**config.mk**
```make
export PLATFORM = sky130hd
export DESIGN_NAME = axi2apb_apb_ctrl_flat
export DESIGN_NICKNAME = d
export VERILOG_FILES = /design/src/rtl/axi2apb_pkg.sv /design/src/rtl/axi2apb_apb_ctrl_if.sv /design/src/rtl/axi2apb_timeout_cnt.sv /design/src/rtl/axi2apb_apb_ctrl.sv /design/src/flat_wrapper.sv
export SDC_FILE = /design/constraint.sdc
export NUM_CORES = 1
export LEC_CHECK = 0
export CAP_MARGIN = 20
export CORE_MARGIN = 3
export CORE_UTILIZATION = 30
export DETAILED_ROUTE_END_ITERATION = 12
export PLACE_DENSITY = 0.66
export SYNTH_ARGS = -nofsm -noshare
export SYNTH_HDL_FRONTEND = slang
export SYNTH_SLANG_ARGS = --single-unit
```
**constraint.sdc**
```tcl
create_clock -name clk -period 2.1 [get_ports clk]
set_input_delay 0.42 -clock clk [delete_from_list [all_inputs] [get_ports clk]]
set_output_delay 0.42 -clock clk [all_outputs]
set_load 0.02 [all_outputs]
```
**src/rtl/axi2apb_pkg.sv**
```systemverilog
// axi2apb_pkg: FSM state encoding, AXI response codes and log2 helper for the AXI-to-APB bridge
package axi2apb_pkg;

    typedef enum logic [2:0] {
        IDLE,
        WAIT_WD,
        SETUP,
        ACCESS,
        RESP
    } apb_state_e;

    localparam logic [1:0] RESP_OK     = 2'b00;
    localparam logic [1:0] RESP_SLVERR = 2'b10;
    localparam logic [1:0] RESP_DECERR = 2'b11;

    function automatic int log2(input int v);
        int r = 0;
        for (int i = 0; i < 31; i++)
            if ((1 << i) < v) r = i + 1;
        return r;
    endfunction

endpackage

```
**src/rtl/axi2apb_apb_ctrl_if.sv**
```systemverilog
// axi2apb_apb_ctrl_if: APB bus between the bridge sequencer (master) and an APB slave
interface axi2apb_apb_ctrl_if #(
    parameter int APB_ADDR_WIDTH = 12
);

    logic                      psel;
    logic                      penable;
    logic                      pwrite;
    logic [APB_ADDR_WIDTH-1:0] paddr;
    logic                      pready;
    logic                      pslverr;

    modport master (output psel, penable, pwrite, paddr, input pready, pslverr);
    modport slave  (input psel, penable, pwrite, paddr, output pready, pslverr);

endinterface

```
**src/rtl/axi2apb_timeout_cnt.sv**
```systemverilog
// axi2apb_timeout_cnt: ACCESS-phase watchdog, flags the last allowed wait cycle (built only with APB_TIMEOUT_EN)
module axi2apb_timeout_cnt
    import axi2apb_pkg::*;
#(
    parameter int APB_TIMEOUT_CYCLES = 256
) (
    input  logic clk,
    input  logic rstn,
    input  logic clr,
    input  logic en,
    output logic expired
);

    localparam int CNT_W = log2(APB_TIMEOUT_CYCLES) + 1;

    logic [CNT_W-1:0] cnt_q, cnt_d;

    // count ACCESS cycles, restart at every SETUP
    always_comb cnt_d = clr ? '0 : en ? cnt_q + 1'b1 : cnt_q;

    // counter register
    always_ff @(posedge clk or negedge rstn)
        if (!rstn) cnt_q <= '0;
        else       cnt_q <= cnt_d;

    assign expired = en && (cnt_q == CNT_W'(APB_TIMEOUT_CYCLES - 1));

endmodule

```
**src/rtl/axi2apb_apb_ctrl.sv**
```systemverilog
// axi2apb_apb_ctrl: APB master sequencer, one APB transfer per queued command; optional ACCESS timeout via APB_TIMEOUT_EN
module axi2apb_apb_ctrl
    import axi2apb_pkg::*;
#(
    parameter int APB_ADDR_WIDTH     = 12,
    parameter int APB_TIMEOUT_CYCLES = 256
) (
    input  logic                      clk,
    input  logic                      rstn,
    input  logic                      cmd_valid,
    input  logic                      cmd_read,
    input  logic [APB_ADDR_WIDTH+3:0] cmd_addr,
    output logic                      cmd_pop,
    input  logic                      wdata_valid,
    input  logic                      finish_rd,
    input  logic                      finish_wr,
    axi2apb_apb_ctrl_if.master        apb,
    output logic                      pready_o,
    output logic                      pslverr_o,
    output logic                      busy
);

    apb_state_e                state_q, state_d;
    logic [APB_ADDR_WIDTH-1:0] paddr_q, paddr_d;
    logic                      pwrite_q, pwrite_d;
    logic                      psel, penable, finish, expired;
    logic                      unused_ok;

    assign unused_ok = ^cmd_addr[APB_ADDR_WIDTH+3:APB_ADDR_WIDTH];

`ifdef APB_TIMEOUT_EN
    axi2apb_timeout_cnt #(
        .APB_TIMEOUT_CYCLES(APB_TIMEOUT_CYCLES)
    ) u_timeout (
        .clk     (clk),
        .rstn    (rstn),
        .clr     (state_q == SETUP),
        .en      (state_q == ACCESS),
        .expired (expired)
    );
`else
    logic unused_cfg;
    assign unused_cfg = (APB_TIMEOUT_CYCLES > 0);
    assign expired    = 1'b0;
`endif

    // only the finish of the latched command's direction can retire it
    assign finish = pwrite_q ? finish_wr : finish_rd;

    // state and latched command
    always_ff @(posedge clk or negedge rstn)
        if (!rstn) begin
            state_q  <= IDLE;
            paddr_q  <= '0;
            pwrite_q <= 1'b0;
        end else begin
            state_q  <= state_d;
            paddr_q  <= paddr_d;
            pwrite_q <= pwrite_d;
        end

    // next state; the command is captured only in IDLE so it stays stable for the whole transfer
    always_comb begin
        state_d  = state_q;
        paddr_d  = paddr_q;
        pwrite_d = pwrite_q;
        case (state_q)
            IDLE:
                if (cmd_valid) begin
                    paddr_d  = cmd_addr[APB_ADDR_WIDTH-1:0];
                    pwrite_d = ~cmd_read;
                    state_d  = (cmd_read || wdata_valid) ? SETUP : WAIT_WD;
                end
            WAIT_WD: state_d = wdata_valid ? SETUP : WAIT_WD;
            SETUP:   state_d = ACCESS;
            ACCESS:  state_d = pready_o ? RESP : ACCESS;
            RESP:    state_d = finish ? IDLE : RESP;
            default: state_d = IDLE;
        endcase
    end

    // APB control and qualified handshake, all decoded from the state
    always_comb begin
        psel      = (state_q == SETUP) || (state_q == ACCESS);
        penable   = (state_q == ACCESS);
        busy      = (state_q != IDLE);
        cmd_pop   = (state_q == RESP) && finish;
        pready_o  = (apb.pready && psel && penable) || expired;
        pslverr_o = (apb.pslverr && pready_o) || expired;
    end

    assign apb.psel    = psel;
    assign apb.penable = penable;
    assign apb.pwrite  = pwrite_q;
    assign apb.paddr   = paddr_q;

endmodule

```
**src/flat_wrapper.sv**
```systemverilog
// flat-port wrapper written by rule: the top's interface ports become plain ports
module axi2apb_apb_ctrl_flat import axi2apb_pkg::*;
#(
    parameter int APB_ADDR_WIDTH     = 12,
    parameter int APB_TIMEOUT_CYCLES = 256
)
  (clk, rstn, cmd_valid, cmd_read, cmd_addr, cmd_pop, wdata_valid, finish_rd, finish_wr, pready_o, pslverr_o, busy, apb_psel, apb_penable, apb_pwrite, apb_paddr, apb_pready, apb_pslverr);
  axi2apb_apb_ctrl_if #(.APB_ADDR_WIDTH(APB_ADDR_WIDTH)) apb_i ();
  input  logic clk;
  input  logic rstn;
  input  logic cmd_valid;
  input  logic cmd_read;
  input  logic [APB_ADDR_WIDTH+3:0] cmd_addr;
  output logic cmd_pop;
  input  logic wdata_valid;
  input  logic finish_rd;
  input  logic finish_wr;
  output logic pready_o;
  output logic pslverr_o;
  output logic busy;
  output wire logic [$bits(apb_i.psel)-1:0] apb_psel;
  output wire logic [$bits(apb_i.penable)-1:0] apb_penable;
  output wire logic [$bits(apb_i.pwrite)-1:0] apb_pwrite;
  output wire logic [$bits(apb_i.paddr)-1:0] apb_paddr;
  input wire logic [$bits(apb_i.pready)-1:0] apb_pready;
  input wire logic [$bits(apb_i.pslverr)-1:0] apb_pslverr;
  assign apb_psel = apb_i.psel;
  assign apb_penable = apb_i.penable;
  assign apb_pwrite = apb_i.pwrite;
  assign apb_paddr = apb_i.paddr;
  assign apb_i.pready = apb_pready;
  assign apb_i.pslverr = apb_pslverr;
  axi2apb_apb_ctrl #(.APB_ADDR_WIDTH(APB_ADDR_WIDTH), .APB_TIMEOUT_CYCLES(APB_TIMEOUT_CYCLES)) u_core (.clk(clk), .rstn(rstn), .cmd_valid(cmd_valid), .cmd_read(cmd_read), .cmd_addr(cmd_addr), .cmd_pop(cmd_pop), .wdata_valid(wdata_valid), .finish_rd(finish_rd), .finish_wr(finish_wr), .apb(apb_i), .pready_o(pready_o), .pslverr_o(pslverr_o), .busy(busy));
endmodule
```
==> PnR_summary.wiki <==
{| class="wikitable"
! Metric !! Value
|-
| Detailed-route wire length || 1630 um
|-
| Area of the mapped netlist || approximately 750 um^2
|-
| Critical-path cell list || nor2b_2, and3_2, and2_1, dlygate4sd2_1
|-
| Logic depth of the worst setup path including buffers || 4
|-
| Post-synthesis xor/xnor area fraction || 0%
|-
| Number of distinct library cells after synthesis || 20
|-
| Cell with the biggest individual delay on the critical path || sky130_fd_sc_hd__dfrtp_1
|-
| Synthesis Warnings || 0
|-
| Flip-flop and latch area || approximately 400 um^2
|-
| Remaining antenna violation count || 0
|-
| Setup Viol. Count Final || 0
|-
| Number of inserted diodes || 0
|-
| Full die area || around 0.0031 mm^2
|-
| Combinational family with the most area after synthesis || multiplexers
|-
| Number of levels the H-tree was split into || 1
|-
| Fin worst setup slack || between 100 and 150 ps
|-
| Run status || completed
|-
| Area fraction of the dominant cell type after synthesis || 53.4%
|-
| Most frequent cells in the layout || sky130_fd_sc_hd__clkdlybuf4s50_1, sky130_fd_sc_hd__dfrtp_1, sky130_fd_sc_hd__mux2_4
|-
| Depth of the worst register-to-register path || 3
|-
| Worst-case clock skew || between 1.5 and 2 ps
|-
| Sequential Power Share || 31.7%
|-
| Number of standard cells after synthesis || 52
|-
| CTS tree || yes
|-
| CTS sink count || 16
|-
| RSZ-0062 raised after global routing || false
|-
| Switching power share of the total || a little over a third
|-
| Area of all placed cells without fillers || 0.00121 mm^2
|-
| Clock root buffer || sky130_fd_sc_hd__clkbuf_4
|-
| Internal power of the cells || 0.00115 W
|-
| Vias in the first global route || between 600 and 700
|-
| Post-route fraction of the period consumed by the critical path || 94.8%
|-
| Crit-path leading delay family || simple AND/OR/NAND/NOR gates
|-
| Worst setup EP type || output pin
|-
| DRT Pass-1 Iters || 2
|-
| Required time of the worst setup path || around 1700 ps
|-
| Leakage power figure || ~0.57 nW
|-
| Total of buffers placed on input and output ports || 39
|-
| Largest area contributor in the synthesized netlist || sky130_fd_sc_hd__dfrtp_1
|-
| Worst path max stage delay || around 430 ps
|-
| Total Power Consumption || 0.00180 W
|-
| Aggregate global routing overflow || 0
|-
| Share of synthesized cell area in full adder, half adder and majority cells || 0%
|-
| Source-to-sink clock delay at the later pin of the worst-skew pair || between 200 and 300 ps
|-
| Most common cell after layout, fill and taps aside || sky130_fd_sc_hd__clkdlybuf4s50_1
|-
| # Post-CTS Setup Buffers || 0
|-
| Worst Path Buf+Inv || 1
|-
| Count of fill cells added during filler insertion || approximately 220
|-
| Worst slack after detailed placement || -158 ps
|-
| Max-Cap Viols || 0
|-
| Iteration-0 DRC count of the detailed router || 1
|-
| Share of cell area taken by muxes after synthesis || between 20% and 30%
|-
| Clock transition at the register clock pins on the worst setup and hold paths after CTS || roughly 90 ps
|-
| Area fraction in compound gates after synthesis || 5.84%
|-
| Area share of and/or/nand/nor cells after synthesis || about 11%
|-
| Transition time of the tightest slew-check pin || roughly 700 ps
|-
| Area occupied by multi-input gates || about 320 um^2
|-
| Pwr/cell area || between 1000 and 1500 mW/mm^2
|-
| Routed length per placed instance || 13.1 um
|-
| Pin count of the biggest net entering global routing || 17
|-
| Post-detailed-placement cell area || around 0.0012 mm^2
|-
| Peak fanout along the critical path || 4
|-
| Hold Vio Cnt, Final || 0
|-
| Maximum buffer depth of the clock tree || 2
|-
| Switching power total || roughly 0.00064 W
|-
| Min Tclk post-route || between 1500 and 2000 ps
|-
| Number of CTS-inserted buffers || 3
|-
| Path class of the lowest-slack min-delay path || register to register
|-
| Routed via count || 573
|-
| Largest voltage drop on the vdd net || 0.763 mV
|-
| Highest achievable clock rate || ~500 MHz
|-
| Number of remaining DRC errors || 0
|-
| Initial Utilization || between 30% and 40%
|-
| Combined global-route utilization of all metal layers || between 10% and 20%
|-
| Hold Path Depth || 1
|-
| Routability cong. || 0.800
|-
| #FFs+latches synth || 16
|-
| Initial antenna violation count || 0
|-
| Placement row count || 17
|-
| Relative contribution of the clock network to total power || between 10 and 15%
|-
| Slew Limit Fails || 0
|-
| Number of I/O pins || 44
|-
| Leading cell types by total area after synthesis || sky130_fd_sc_hd__dfrtp_1, sky130_fd_sc_hd__mux2_4, sky130_fd_sc_hd__mux2_2
|-
| Critical path startpoint category || register
|-
| DIE WIDTH || approximately 56 um
|-
| Fraction of final layout cells with drive strength greater than 1 || approximately a quarter
|-
| Sequential fraction of the synthesis area || a little over half
|-
| Core area || 0.00230 mm^2
|-
| Fin nets || ~120
|-
| Wire length of the first global-routing pass || ~2900 um
|-
| Synth-to-layout area growth || 61.9%
|-
| Worst slew margin || a little over half
|-
| Data arrival, critical path || between 1500 and 2000 ps
|-
| Chip height || 56.0 um
|-
| Synth Net Count || 77
|-
| Worst Setup Path Type || register to output pin
|-
| Via density per instance || approximately 4.6
|-
| Post-synthesis area per instance || 14.4 um^2
|-
| Share of power burned in combinational logic || ~57%
|}
## metrics by stage
| step | hold WS [ps] | setup TNS, ps | util, % | instances |
|---|---|---|---|---|
| 2_1_floorplan | 124 | 0 | - | 52 |
| 3_5_place_dp | 494 | -211 | 51.3 | 121 |
| 3_3_place_gp | 490 | -123 | 51.3 | 121 |
| 5_1_grt | 531 | 0 | 52.8 | 125 |
| 6_report | 514 | 0 | 52.8 | 125 |
| 4_1_cts | 519 | 0 | 52.6 | 125 |
## final timing paths
path                                      start                   end  slack (ps)
setup / recovery              u_core.state_q[1]             pslverr_o         110
hold / removal             u_core.apb.paddr[10]  u_core.apb.paddr[10]         510
setup reg to reg              u_core.state_q[0]   u_core.apb.paddr[4]         450
hold reg to reg            u_core.apb.paddr[10]  u_core.apb.paddr[10]         510
max in group asynchronous                  rstn   u_core.apb.paddr[8]        1100
min in group asynchronous                  rstn     u_core.state_q[2]         560
## synth_stat cells
cell type                 count
sky130_fd_sc_hd__o311a_1      1
sky130_fd_sc_hd__mux2i_1      2
sky130_fd_sc_hd__and2_1       2
sky130_fd_sc_hd__inv_1        3
sky130_fd_sc_hd__dfrtp_1     16
sky130_fd_sc_hd__nand2_1      1
sky130_fd_sc_hd__nor2_1       3
sky130_fd_sc_hd__o211a_1      1
sky130_fd_sc_hd__a31o_2       1
sky130_fd_sc_hd__or3_4        1
sky130_fd_sc_hd__nor2b_1      1
sky130_fd_sc_hd__a21oi_1      2
sky130_fd_sc_hd__o21ai_0      1
sky130_fd_sc_hd__and2_2       1
sky130_fd_sc_hd__mux2_2       3
sky130_fd_sc_hd__and3_2       1
sky130_fd_sc_hd__buf_12       1
sky130_fd_sc_hd__nor2_8       1
sky130_fd_sc_hd__mux2_4       9
sky130_fd_sc_hd__nand3_1      1
## routing by layer
layer	global-route usage [%]	vias up	routed length, um
met2	18.4	23	794
met5	0	-	0
met1	14.2	276	667
li1	-	272	-
met3	5.57	2	159
met4	3.05	0	13
## final cells by class
cell class / count / area share, %
clock buffer: 4 / 2.99
inverter: 3 / 0.928
multi-input combinational: 32 / 26.4
sequential: 16 / 33.0
tap: 28 / 2.89
timing repair buffer: 42 / 33.8
## worst reg2reg max path, cell delays in order (launching register included)
cell	delay (ps)
sky130_fd_sc_hd__dfrtp_1	440
sky130_fd_sc_hd__or3_4	440
sky130_fd_sc_hd__nor2_8	280
sky130_fd_sc_hd__mux2_2	370
## power groups by stage
stage          Combinational, W  Sequential, W  Clock [W]
2_1_floorplan          0.000451       0.000729          0
3_3_place_gp            0.00105       0.000563          0
3_5_place_dp            0.00106       0.000573          0
4_1_cts                 0.00105       0.000568   0.000206
5_1_grt                 0.00110       0.000593   0.000222
6_report                0.00103       0.000570   0.000196
## logic make-up after synthesis
| kind of cell | Yosys count |
|---|---|
| muxes | 14 |
| and+or+nand+nor | 12 |
| AOI/OAI and AO/OA | 6 |
| buffers and inverters | 4 |
| DFF | 16 |
## sequential cells by signal, summed over array words and instances, names as in the netlist
name / flops
u_core.state_q: 3
u_core.apb.pwrite: 1
u_core.apb.paddr: 12
## timing repair
action | 4_1_cts | 5_1_grt
gates resized for setup | 4 | 2
pin swaps | 0 | 0
setup endpoints to repair | 4 | 2
hold buffers | 0 | 0
endpoints found under the hold margin | 0 | 0
No activity file was read; power rests on OpenSTA's default activity.
